==> config.mk <==
export PLATFORM = sky130hd
export DESIGN_NAME = alu_result_collector
export DESIGN_NICKNAME = d
export VERILOG_FILES = /design/src/rtl/alu_result_collector.sv
export SDC_FILE = /design/constraint.sdc
export NUM_CORES = 1
export LEC_CHECK = 0
export BUFFER_PORTS_ARGS = -buffer_cell sky130_fd_sc_hd__buf_2
export CAP_MARGIN = 20
export CORE_UTILIZATION = 55
export CTS_BUF_LIST = sky130_fd_sc_hd__clkbuf_8
export CTS_CLUSTER_DIAMETER = 40
export DETAILED_ROUTE_END_ITERATION = 8
export GPL_TIMING_DRIVEN = 0
export PLACE_DENSITY = 0.76
export RECOVER_POWER = 25
export REMOVE_ABC_BUFFERS = 1
export SLEW_MARGIN = 20
export SYNTH_ARGS = -nofsm -noshare
export SYNTH_HDL_FRONTEND = slang
export SYNTH_SLANG_ARGS = --single-unit
export TNS_END_PERCENT = 10
==> constraint.sdc <==
create_clock -name clk -period 5.2 [get_ports clk]
set_input_delay 0.52 -clock clk [delete_from_list [all_inputs] [get_ports clk]]
set_output_delay 0.52 -clock clk [all_outputs]
set_load 0.03 [all_outputs]
==> src/rtl/alu_result_collector.sv <==
// alu_result_collector
//   Sink for the pipelined ALU result stream. Every non-NOP result is
//   captured with its tag and opcode into a first-word-fall-through FIFO
//   that is drained through a valid/ready read port. Result tags are also
//   checked for consecutive order, and drops and sequence errors are flagged.
//
// Ports
//   clk           rising-edge clock
//   reset         asynchronous reset, active-low
//   res           ALU result data
//   out_databits  ALU result tag
//   out_op        ALU result opcode (0=NOP, 1=ADD, 2=SUB, 3=MULT)
//   rd_ready      consumer accepts the head entry
//   clear         synchronous clear of status flags and counters
//   rd_valid      FIFO non-empty
//   rd_res        head entry result (last popped value when empty)
//   rd_tag        head entry tag    (last popped value when empty)
//   rd_op         head entry opcode (last popped value when empty)
//   count         current occupancy, 0..DEPTH
//   overflow      sticky: a result was dropped because the FIFO was full
//   drop_count    saturating count of dropped results
//   seq_error     sticky: a tag arrived out of sequence
//   err_tag       tag that caused the first uncleared sequence error
module alu_result_collector #(
    parameter int WIDTH    = 32,
    parameter int DATABITS = 7,
    parameter int DEPTH    = 8,
    parameter int AW       = 3
) (
    input  logic                clk,
    input  logic                reset,
    input  logic [WIDTH-1:0]    res,
    input  logic [DATABITS-1:0] out_databits,
    input  logic [1:0]          out_op,
    input  logic                rd_ready,
    input  logic                clear,
    output logic                rd_valid,
    output logic [WIDTH-1:0]    rd_res,
    output logic [DATABITS-1:0] rd_tag,
    output logic [1:0]          rd_op,
    output logic [AW:0]         count,
    output logic                overflow,
    output logic [7:0]          drop_count,
    output logic                seq_error,
    output logic [DATABITS-1:0] err_tag
);

    localparam int EW = WIDTH + DATABITS + 2;
    localparam logic [AW:0] FULL_CNT = (AW+1)'(DEPTH);

    logic [EW-1:0]       mem_q [DEPTH];
    logic [AW-1:0]       wr_ptr_q, wr_ptr_d;
    logic [AW-1:0]       rd_ptr_q, rd_ptr_d;
    logic [AW:0]         count_q, count_d;
    logic [EW-1:0]       last_q, last_d;
    logic                overflow_q, overflow_d;
    logic [7:0]          drop_cnt_q, drop_cnt_d;
    logic                seq_err_q, seq_err_d;
    logic [DATABITS-1:0] err_tag_q, err_tag_d;
    logic [DATABITS-1:0] exp_tag_q, exp_tag_d;

    logic          arrival, full, pop, push, drop, mismatch;
    logic [EW-1:0] head;

    assign head     = mem_q[rd_ptr_q];
    assign arrival  = (out_op != 2'd0);
    assign full     = (count_q == FULL_CNT);
    assign rd_valid = (count_q != '0);
    assign pop      = rd_valid && rd_ready;
    // A pop in the same cycle frees the slot the arrival needs.
    assign push     = arrival && (!full || pop);
    assign drop     = arrival && full && !pop;
    assign mismatch = arrival && (out_databits != exp_tag_q);

    always_comb begin
        wr_ptr_d   = wr_ptr_q;
        rd_ptr_d   = rd_ptr_q;
        count_d    = count_q;
        last_d     = last_q;
        overflow_d = overflow_q;
        drop_cnt_d = drop_cnt_q;
        seq_err_d  = seq_err_q;
        err_tag_d  = err_tag_q;
        exp_tag_d  = exp_tag_q;

        if (push) wr_ptr_d = wr_ptr_q + AW'(1);
        if (pop) begin
            rd_ptr_d = rd_ptr_q + AW'(1);
            last_d   = head;
        end
        if (push && !pop)      count_d = count_q + (AW+1)'(1);
        else if (pop && !push) count_d = count_q - (AW+1)'(1);

        if (clear) begin
            overflow_d = 1'b0;
            drop_cnt_d = '0;
            seq_err_d  = 1'b0;
            err_tag_d  = '0;
        end

        // Events override a same-cycle clear; drop_cnt_d is already 0 then.
        if (drop) begin
            overflow_d = 1'b1;
            if (drop_cnt_d != 8'hFF) drop_cnt_d = drop_cnt_d + 8'd1;
        end

        if (mismatch) begin
            seq_err_d = 1'b1;
            if (!seq_err_q || clear) err_tag_d = out_databits;
        end

        // The checker resyncs on every arrival, matched or not.
        if (arrival) exp_tag_d = out_databits + DATABITS'(1);
    end

    always_ff @(posedge clk) begin
        if (push) mem_q[wr_ptr_q] <= {res, out_databits, out_op};
    end

    always_ff @(posedge clk or negedge reset) begin
        if (!reset) begin
            wr_ptr_q   <= '0;
            rd_ptr_q   <= '0;
            count_q    <= '0;
            last_q     <= '0;
            overflow_q <= 1'b0;
            drop_cnt_q <= '0;
            seq_err_q  <= 1'b0;
            err_tag_q  <= '0;
            exp_tag_q  <= '0;
        end else begin
            wr_ptr_q   <= wr_ptr_d;
            rd_ptr_q   <= rd_ptr_d;
            count_q    <= count_d;
            last_q     <= last_d;
            overflow_q <= overflow_d;
            drop_cnt_q <= drop_cnt_d;
            seq_err_q  <= seq_err_d;
            err_tag_q  <= err_tag_d;
            exp_tag_q  <= exp_tag_d;
        end
    end

    // Head entry while non-empty, otherwise the last popped entry.
    assign {rd_res, rd_tag, rd_op} = rd_valid ? head : last_q;

    assign count      = count_q;
    assign overflow   = overflow_q;
    assign drop_count = drop_cnt_q;
    assign seq_error  = seq_err_q;
    assign err_tag    = err_tag_q;

endmodule

==> impl_metrics.tcl, run 1 <==
set metrics [dict create \
    run_status "completed" \
    hold_viol 0 \
    synthCells 870 \
    max_freq_ghz 0.259 \
    syn_area_per_cell_um2 18.2 \
    area_delta_synth_final_pct 17.0 \
    max-cap-violations 0 \
    critical_path_class "reg2reg" \
    utilization_pct 66.1 \
    gr-total-overflow 0 \
    post-cts-setup-buffer-count 0 \
    die_w_um 172 \
    clock-skew-final_ns 0.0209 \
    viasPerCell 5.64 \
    layout-drive-gt1-share_pct 28.9 \
    worst_pin_slew_ns 0.983 \
    drt-initial-drc-count 517 \
    grt_pass1_wl_um 47400 \
    grt_pass1_vias 8540 \
    worstPathArrival_ns 4.38 \
    final_cell_mix "edfxtp_1 (328), mux4_2 (82), buf_2 (77)" \
    worst_slack_ns 1.33 \
    rsz0062_at_grt "no" \
    yosysSeqAreaShare_pct 73.9 \
    cp_max_fo 85 \
    crit_path_start_kind "flip-flop" \
    synth_cell_types 44 \
    p_sw_mw 3.97 \
    vias 8314 \
    async_reset_ff_share_pct 18.6 \
    clkTransAtPathRegs_ns 0.07 \
    portBuffers 107 \
    numCtsBuffers 61 \
    layout_min_cycle_time_ns 3.87 \
    clkPwrFrac_pct 22.8 \
    num_io_pins 108 \
    final_common_cell "edfxtp_1" \
    grtUsageMet3_pct 4.00 \
    clock_sinks 403 \
    design.core.area_mm2 0.0281 \
    hold_class "in2reg" \
    p_leak_nw 6.76 \
    top_usage_layer "met2" \
    yosys_warnings 0 \
    routed_wl_um 30600 \
    end_kind "flip-flop" \
    clockBufferDepth 3 \
    ys_seq_elements 403 \
    setup_tns_ns 0 \
    avgRoutedWirePerCell_um 20.7 \
    hpwl_um 19800 \
    p_int_mw 7.38 \
    regArea_mm2 0.0117 \
    finalCritPeriodShare_pct 74.3 \
    diodes 0 \
    cts_tree "done" \
    die-area_mm2 0.0295 \
    multi_input_area_mm2 0.00394 \
    synth_edf_count 328 \
    cts_root_buf "clkbuf_8" \
    vdd_drop_max_mv 0.499 \
    grt_use_total_pct 21.8 \
    firstDrtPassIters 4 \
    report.power.total_mw 11.4 \
    p_per_area_mw_per_mm2 612 \
    fp-row-count 61 \
    insertion_delay_ns 0.60 \
    dp.cells 1358 \
    synth_flop_cell "edfxtp_1" \
    grt_max_degree 86 \
    layoutNonFillerInstCount 1475 \
    r2r_slack_ns 1.33 \
    h-tree-depth 2 \
    min_delay_path_depth 1 \
    seq_power_share_pct 41.8 \
    ant_nets 0 \
    fin_nets 1097 \
    gp_congestion 0.728 \
    grtUsageMet2_pct 36.1 \
    drc 0 \
    swShare_pct 35.0 \
    dieHeight_um 172 \
    worstPathRequired_ns 5.71 \
    grt_use_met1_pct 29.5 \
    initial_core_util_pct 56.5 \
    dp_slack_ns 1.30 \
    worstRegToRegCells 10 \
    netlist_area_mm2 0.0159 \
    fill_cells 1890 \
    antenna_found_initial 0 \
    maxSlewViolCount 0 \
    relSlewSlack_pct 34.5 \
    comb_power_share_pct 35.4 \
    setup_violations 0 \
]
[synthesized netlist by cell type, types with 2 or more instances]
library cell  count  area share, %
ha_1              7           0.55
o21ai_0          33            1.0
nand2b_1          2          0.079
o21ai_1          18           0.57
buf_6             6           0.43
a21o_1            2          0.095
nor3_1            6           0.19
and3_1            3           0.12
nor2_1           52            1.2
dfrtp_1          75             12
nand2_1          67            1.6
nand3_1           5           0.16
mux2_2            3           0.21
edfxtp_1        328             62
nand4_1           3           0.12
buf_2            12           0.38
mux4_2           82             12
nor2b_1           4           0.16
and4_1            2           0.11
mux2i_1          43            2.7
inv_1             3          0.071
xnor2_1          16           0.88
a22o_1            7           0.39
xor2_1            6           0.33
buf_4             3           0.14
o311ai_0          2           0.11
clkbuf_1         13           0.31
or2_2             2          0.079
a21oi_1          43            1.4
buf_1             8           0.19
[final cells by class]
class                      instances  share of cell area, %
timing repair buffer             154                   6.10
sequential                       403                   63.2
multi-input combinational        420                   21.2
clock inverter                    45                   1.54
tap                              378                   2.55
clock buffer                      71                   5.27
inverter                           4                 0.0944
[routing by layer]
metal	routed length, µm	part of all wire (%)
met1	12900	42
met5	0	0
met2	15200	50
met4	565	1.8
met3	1850	6.1
[kinds of logic after synthesis]
group	share of synthesized area (%)
AOI/OAI and AO/OA	3.78
muxes	14.6
adders and majority gates	0.678
and+or+nand+nor	4.26
xor gates and xnor gates	1.21
buffers and inverters	1.57
DFF	73.9
[power groups by stage]
stage               clock network, mW  logic (mW)  registers, mW
CTS                              2.64        4.09           4.76
finish                           2.59        4.02           4.74
detailed placement                  0        4.07           4.82
global route                     2.77        4.35           4.84
global placement                    0        3.63           5.11
floorplan                           0        2.63           4.92
[metrics by stage]
stage | hold slack, ns | cell area, µm²
detailed placement | 0.464 | 17300
global route | 0.219 | 18600
finish | 0.237 | 18600
global placement | 0.462 | 16600
CTS | 0.138 | 18600
floorplan | 0.224 | 15600
[registers in the layout, summed over array words and instances, names as in the netlist]
register / count
drop_count: 8
err_tag: 7
seq_error: 1
count: 4
exp_tag_q: 7
last_q: 41
mem_q: 328
overflow: 1
wr_ptr_q: 3
rd_ptr_q: 3
[path summary, 6_finish.rpt]
kind | startpoint | to
max | count[0] | count[3]
max in group asynchronous | reset | seq_error
min reg2reg | last_q[12] | last_q[12]
min in group asynchronous | reset | last_q[20]
max reg2reg | count[0] | count[3]
min | out_op[0] | mem_q[6][0]
[worst max-delay path, stage by stage, from the launching register on]
cell	delay, ns
dfrtp_1	0.46
or4_4	0.97
and2_4	0.36
inv_4	0.62
ha_1	0.29
inv_1	0.10
ha_1	0.28
a21o_1	0.17
a21oi_1	0.17
mux2i_1	0.23
xnor2_1	0.13
[what timing repair did]
item | 4_1_cts | 5_1_grt
hold buffers | 1 | 0
gates resized for setup | 0 | 0
endpoints found under the hold margin | 29 | 0
Note: power is estimated with default switching activity, not from simulation.
==> run 2: changes to the inputs <==
ABC_AREA = 1   (was default)
clock period = 3.4 ns   (was 5.2 ns; I/O delays follow)
==> impl_metrics.tcl, run 2 <==
set metrics [dict create \
    run_status "finished, violations left" \
    violations "capacitance limit, slew limit" \
    grt_use_total_pct 25.0 \
    insertion_delay_ns 0.60 \
    clock-skew-final_ns 0.0282 \
    setup_violations 0 \
    h-tree-depth 3 \
    viasPerCell 5.36 \
    synth_cell_types 29 \
    critPathMaxStageDelay_ns 0.68 \
    cts_tree "done" \
    crit_chain "buf_16 > inv_12 > clkbuf_16 > o21ai_0 > nand2_1 > nand2_1 > nand2_1 > nand2_1 > nand2_1 > buf_2" \
    utilization_pct 64.9 \
    ys_seq_elements 403 \
    synthCells 1682 \
    gr-total-overflow 0 \
    layout-drive-gt1-share_pct 12.2 \
    clockBufferDepth 3 \
    fp-row-count 64 \
    synth_edf_count 328 \
    ant_nets 0 \
    grt_max_degree 107 \
    end_kind "output pin" \
    relSlewSlack_pct -31.1 \
    maxSlewViolCount 30 \
    p_leak_nw 8.29 \
    top_register "mem_q" \
    worst_pin_slew_ns 1.97 \
    die_w_um 179 \
    cts_root_buf "clkbuf_8" \
    crit_path_frequent_cell "nand2_1" \
    routed_wl_um 39400 \
    seq_power_share_pct 37.0 \
    area_delta_synth_final_pct 16.0 \
    antenna_found_initial 1 \
    hold_viol 0 \
    hpwl_um 21500 \
    final_common_cell "nand2_1" \
    vias 12171 \
    worst_slack_ns 0.166 \
    yosysMostFrequentCell "nand2_1" \
    swShare_pct 41.8 \
    gp_congestion 0.765 \
    clock_sinks 403 \
    fin_nets 1874 \
    drc 0 \
    netlist_area_mm2 0.0172 \
    synth_top_area_share_pct 57.4 \
    firstDrtPassIters 5 \
    fill_cells 2260 \
    dp_slack_ns -0.628 \
    clkTransAtPathRegs_ns 0.06 \
    comb_power_share_pct 41.5 \
    worstPathRequired_ns 3.06 \
    yosysSeqAreaShare_pct 68.3 \
    ys_top_cells_by_count "nand2_1 (545), nor2_1 (360), edfxtp_1 (328)" \
    largest_register_ffs 328 \
    p_sw_mw 7.99 \
    die-area_mm2 0.0319 \
    vdd_drop_max_mv 0.910 \
    cpMaxStageDelayCell "dfrtp_4" \
    grt_pass1_wl_um 60700 \
    portBuffers 107 \
    design.core.area_mm2 0.0307 \
    layout_min_cycle_time_ns 3.23 \
    finalCritPeriodShare_pct 95.1 \
    worstPathArrival_ns 2.89 \
    netlist_top_cells_area "edfxtp_1 (57%), nand2_1 (12%), dfrtp_1 (11%)" \
    rsz0062_at_grt "no" \
    synth_flop_cell "edfxtp_1" \
    numCtsBuffers 67 \
    avgRoutedWirePerCell_um 17.4 \
    max-cap-violations 1 \
    fin_hold_ws_ns 0.109 \
    critical_path_class "reg2out" \
    clkPwrFrac_pct 21.4 \
    cp_max_fo 61 \
    drt-initial-drc-count 1151 \
    dieHeight_um 179 \
    initial_core_util_pct 56.0 \
    crit_family "buffers and inverters" \
    p_int_mw 11.1 \
    critPathBufInv 4 \
    p_per_area_mw_per_mm2 961 \
    async_reset_ff_share_pct 18.6 \
    synth_top_cell_by_area "edfxtp_1" \
    hold_class "in2reg" \
    final_cell_mix "nand2_1 (545), nor2_1 (352), edfxtp_1 (328)" \
    crit_path_start_kind "flip-flop" \
    max_freq_ghz 0.309 \
    syn_area_per_cell_um2 10.2 \
    yosys_warnings 0 \
    num_io_pins 108 \
    grt_pass1_vias 11786 \
]
[run 2: cell families after synthesis]
family	after synthesis	share of synthesized area, %
AOI/OAI and AO/OA	193	5.68
adders and majority gates	8	0.627
DFF	403	68.3
xor gates and xnor gates	9	0.459
and+or+nand+nor	941	21.0
buffers and inverters	128	3.97
[run 2: timing repair]
item | in CTS | in global routing
setup buffers | 0 | 2
hold endpoints to repair | 117 | 0
resized for setup | 6 | 0
hold buffers | 17 | 0
pin swaps | 0 | 0
cloned | 0 | 1
endpoints found under the setup margin | 85 | 36
[run 2: final timing paths]
kind,start,to,slack (ns),depth (start not counted)
max reg2reg,count[0],count[3],0.26,11
min in group asynchronous,reset,drop_count[1],0.83,2
max in group asynchronous,reset,last_q[22],1.42,2
min,res[16],mem_q[0][25],0.11,1
min reg2reg,last_q[23],last_q[23],0.48,2
max,rd_ptr_q[0],rd_tag[2],0.17,10
[run 2: cell type report]
cell class / instances / area (µm²) / area share [%]
antenna: 1 / 2.50 / 0.0126
clock buffer: 72 / 991 / 4.98
inverter: 46 / 194 / 0.974
sequential: 403 / 11700 / 58.9
timing repair buffer: 152 / 1360 / 6.84
clock inverter: 49 / 300 / 1.51
tap: 396 / 495 / 2.49
multi-input combinational: 1151 / 4830 / 24.3
[run 2: power groups by stage]
stage | sequential [mW] | combinational [mW] | clock (mW)
after floorplan | 7.38 | 4.75 | 0
after global placement | 7.61 | 6.43 | 0
after detailed placement | 7.22 | 7.68 | 0
after CTS | 7.13 | 7.76 | 4.16
after global routing | 7.18 | 8.86 | 4.37
final | 7.08 | 7.94 | 4.09
[run 2: layer usage]
| layer | wire length, µm | global-route usage, % |
|---|---|---|
| met4 | 877 | 8.12 |
| met5 | 0 | 0 |
| met1 | 16200 | 32.9 |
| met3 | 3330 | 4.98 |
| met2 | 19000 | 41.8 |
[run 2: metrics by stage]
stage,std cells,area (µm²),setup TNS (ns),total power [mW]
finish,2270,19900,0,19.1
global route,2270,19900,0,20.4
CTS,2266,19900,0,19.1
detailed placement,2128,18400,-19.94,14.9
global placement,2103,17700,-1085.61,14.0
floorplan,1600,16700,-172.24,12.1
==> run 3: changes to the inputs <==
CORE_UTILIZATION = 53   (was 55)
PLACE_DENSITY = 0.74   (was 0.76)
==> impl_metrics.tcl, run 3 (same netlist as run 2, synthesis figures left out) <==
set metrics [dict create \
    drc 0 \
    area_delta_synth_final_pct 16.1 \
    max_freq_ghz 0.314 \
    dieHeight_um 182 \
    gr-total-overflow 0 \
    end_kind "output pin" \
    run_status "completed" \
    critPathBufInv 4 \
    drt-initial-drc-count 1059 \
    clock-skew-final_ns 0.0218 \
    clockBufferDepth 3 \
    vias 12216 \
    avgRoutedWirePerCell_um 17.3 \
    firstDrtPassIters 5 \
    design.core.area_mm2 0.0317 \
    r2r_slack_ns 0.27 \
    hold_class "in2reg" \
    antenna_found_initial 2 \
    setup_violations 0 \
    worstPathRequired_ns 3.06 \
    finalCritPeriodShare_pct 93.6 \
    hold_viol 0 \
    worst_slack_ns 0.217 \
    min_delay_path_depth 1 \
    r2r-end "count[3]" \
    viasPerCell 5.38 \
    rsz0062_at_grt "no" \
    worstPathArrival_ns 2.84 \
    maxSlewViolCount 0 \
    crit_family "buffers and inverters" \
    vdd_drop_max_mv 0.866 \
    crit_path_start_kind "flip-flop" \
    initial_core_util_pct 54.1 \
    largest_register_ffs 328 \
    num_io_pins 108 \
    final_common_cell "nand2_1" \
    diodes 0 \
    fill_cells 2404 \
    p_per_area_mw_per_mm2 972 \
    cp_max_fo 44 \
    worstHoldStart "out_databits[0]" \
    numCtsBuffers 68 \
    grt_use_total_pct 23.8 \
    grt_pass1_wl_um 60600 \
    insertion_delay_ns 0.59 \
    fin_nets 1867 \
    max-cap-violations 0 \
    worst_pin_slew_ns 0.690 \
    setup_tns_ns 0 \
    h-tree-depth 3 \
    worstRegToRegCells 11 \
    die-area_mm2 0.0331 \
    clock_sinks 403 \
    ant_nets 0 \
    grt_pass1_vias 11683 \
    cts_tree "done" \
    critical_path_class "reg2out" \
    die_w_um 182 \
    crit_path_frequent_cell "nand2_1" \
    layout_min_cycle_time_ns 3.18 \
    gp_congestion 0.751 \
    routed_wl_um 39300 \
    p_leak_nw 8.28 \
    cts_root_buf "clkbuf_8" \
    top_register "mem_q" \
    grt_max_degree 105 \
    critPathMaxStageDelay_ns 0.64 \
    cpMaxStageDelayCell "dfrtp_4" \
    r2r_start "count[0]" \
    utilization_pct 62.8 \
    final_cell_mix "nand2_1 (545), nor2_1 (352), edfxtp_1 (328)" \
    dp_slack_ns -0.586 \
    clkTransAtPathRegs_ns 0.06 \
    relSlewSlack_pct 54.0 \
    fp-row-count 65 \
    crit_chain "buf_16 > inv_6 > buf_12 > nor2_1 > o21ai_0 > nand2_1 > nand2_1 > nand2_1 > nand2_1 > nand2_1 > buf_2" \
    hpwl_um 22400 \
    layout-drive-gt1-share_pct 11.9 \
    report.power.total_mw 19.4 \
    portBuffers 107 \
    holdPathEnd "mem_q[3][2]" \
]
[run 3: cell types whose count changed in the layout (fill, tap and decap cells not counted), moves of 2 or more]
cell	delta
bufinv_16	+4
buf_2	-3
clkinv_1	+4
dlygate4sd3_1	-8
clkbuf_1	+2
inv_8	-4
clkinvlp_4	+3
inv_1	+2
clkinv_2	-3
[run 3: through the flow]
| step | instance area [µm²] | hold slack [ns] | instances |
|---|---|---|---|
| after floorplan | 16700 | 0.0444 | 1600 |
| after global placement | 17700 | 0.461 | 2109 |
| after detailed placement | 18400 | 0.315 | 2134 |
| after CTS | 19900 | 0.00448 | 2267 |
| after global routing | 19900 | 0.0975 | 2270 |
| final | 19900 | 0.106 | 2270 |
[run 3: layer usage]
metal	GRT usage (%)	vias to the layer above	share of wire, %
met3	4.51	91	7.9
li1	-	5837	-
met5	0	-	0.069
met1	30.9	5770	41
met2	39.6	514	49
met4	9.71	4	2.6
[run 3: how the worst max path moves through the flow]
stage	startpoint	to	slack, ns	depth (start not counted)
final	rd_ptr_q[1]	rd_res[26]	0.22	11
after global routing	rd_ptr_q[1]	rd_res[25]	0.01	11
after CTS	rd_ptr_q[0]	rd_tag[2]	0.007	10
after detailed placement	count[0]	count[3]	-0.59	11
after global placement	rd_ptr_q[0]	rd_res[11]	-6.19	8
after floorplan	rd_ptr_q[0]	rd_res[30]	-2.29	7
[run 3: layout make-up]
type                       instances  area, µm²  share of cell area (%)
sequential                       403      11700                    58.9
multi-input combinational       1151       4830                    24.2
timing repair buffer             144       1290                    6.49
clock buffer                      71        977                    4.91
tap                              402        503                    2.52
clock inverter                    53        390                    1.96
inverter                          46        194                   0.973
[run 3: repair_timing]
action | in CTS | in global routing
buffers inserted | 0 | 2
hold buffers | 9 | 0
endpoints found under the setup margin | 87 | 29
pin swaps | 0 | 0
endpoints found under the hold margin | 74 | 0
cloned | 0 | 1
gates resized for setup | 8 | 0
[run 3: where the power goes]
| group | switching [mW] | total, mW | leakage, nW | internal (mW) |
|---|---|---|---|---|
| Combinational | 5.52 | 7.94 | 3.58 | 2.41 |
| Clock | 1.91 | 4.32 | 0.769 | 2.41 |
| Sequential | 0.525 | 7.10 | 3.93 | 6.58 |
| Total | 7.96 | 19.4 | 8.28 | 11.4 |
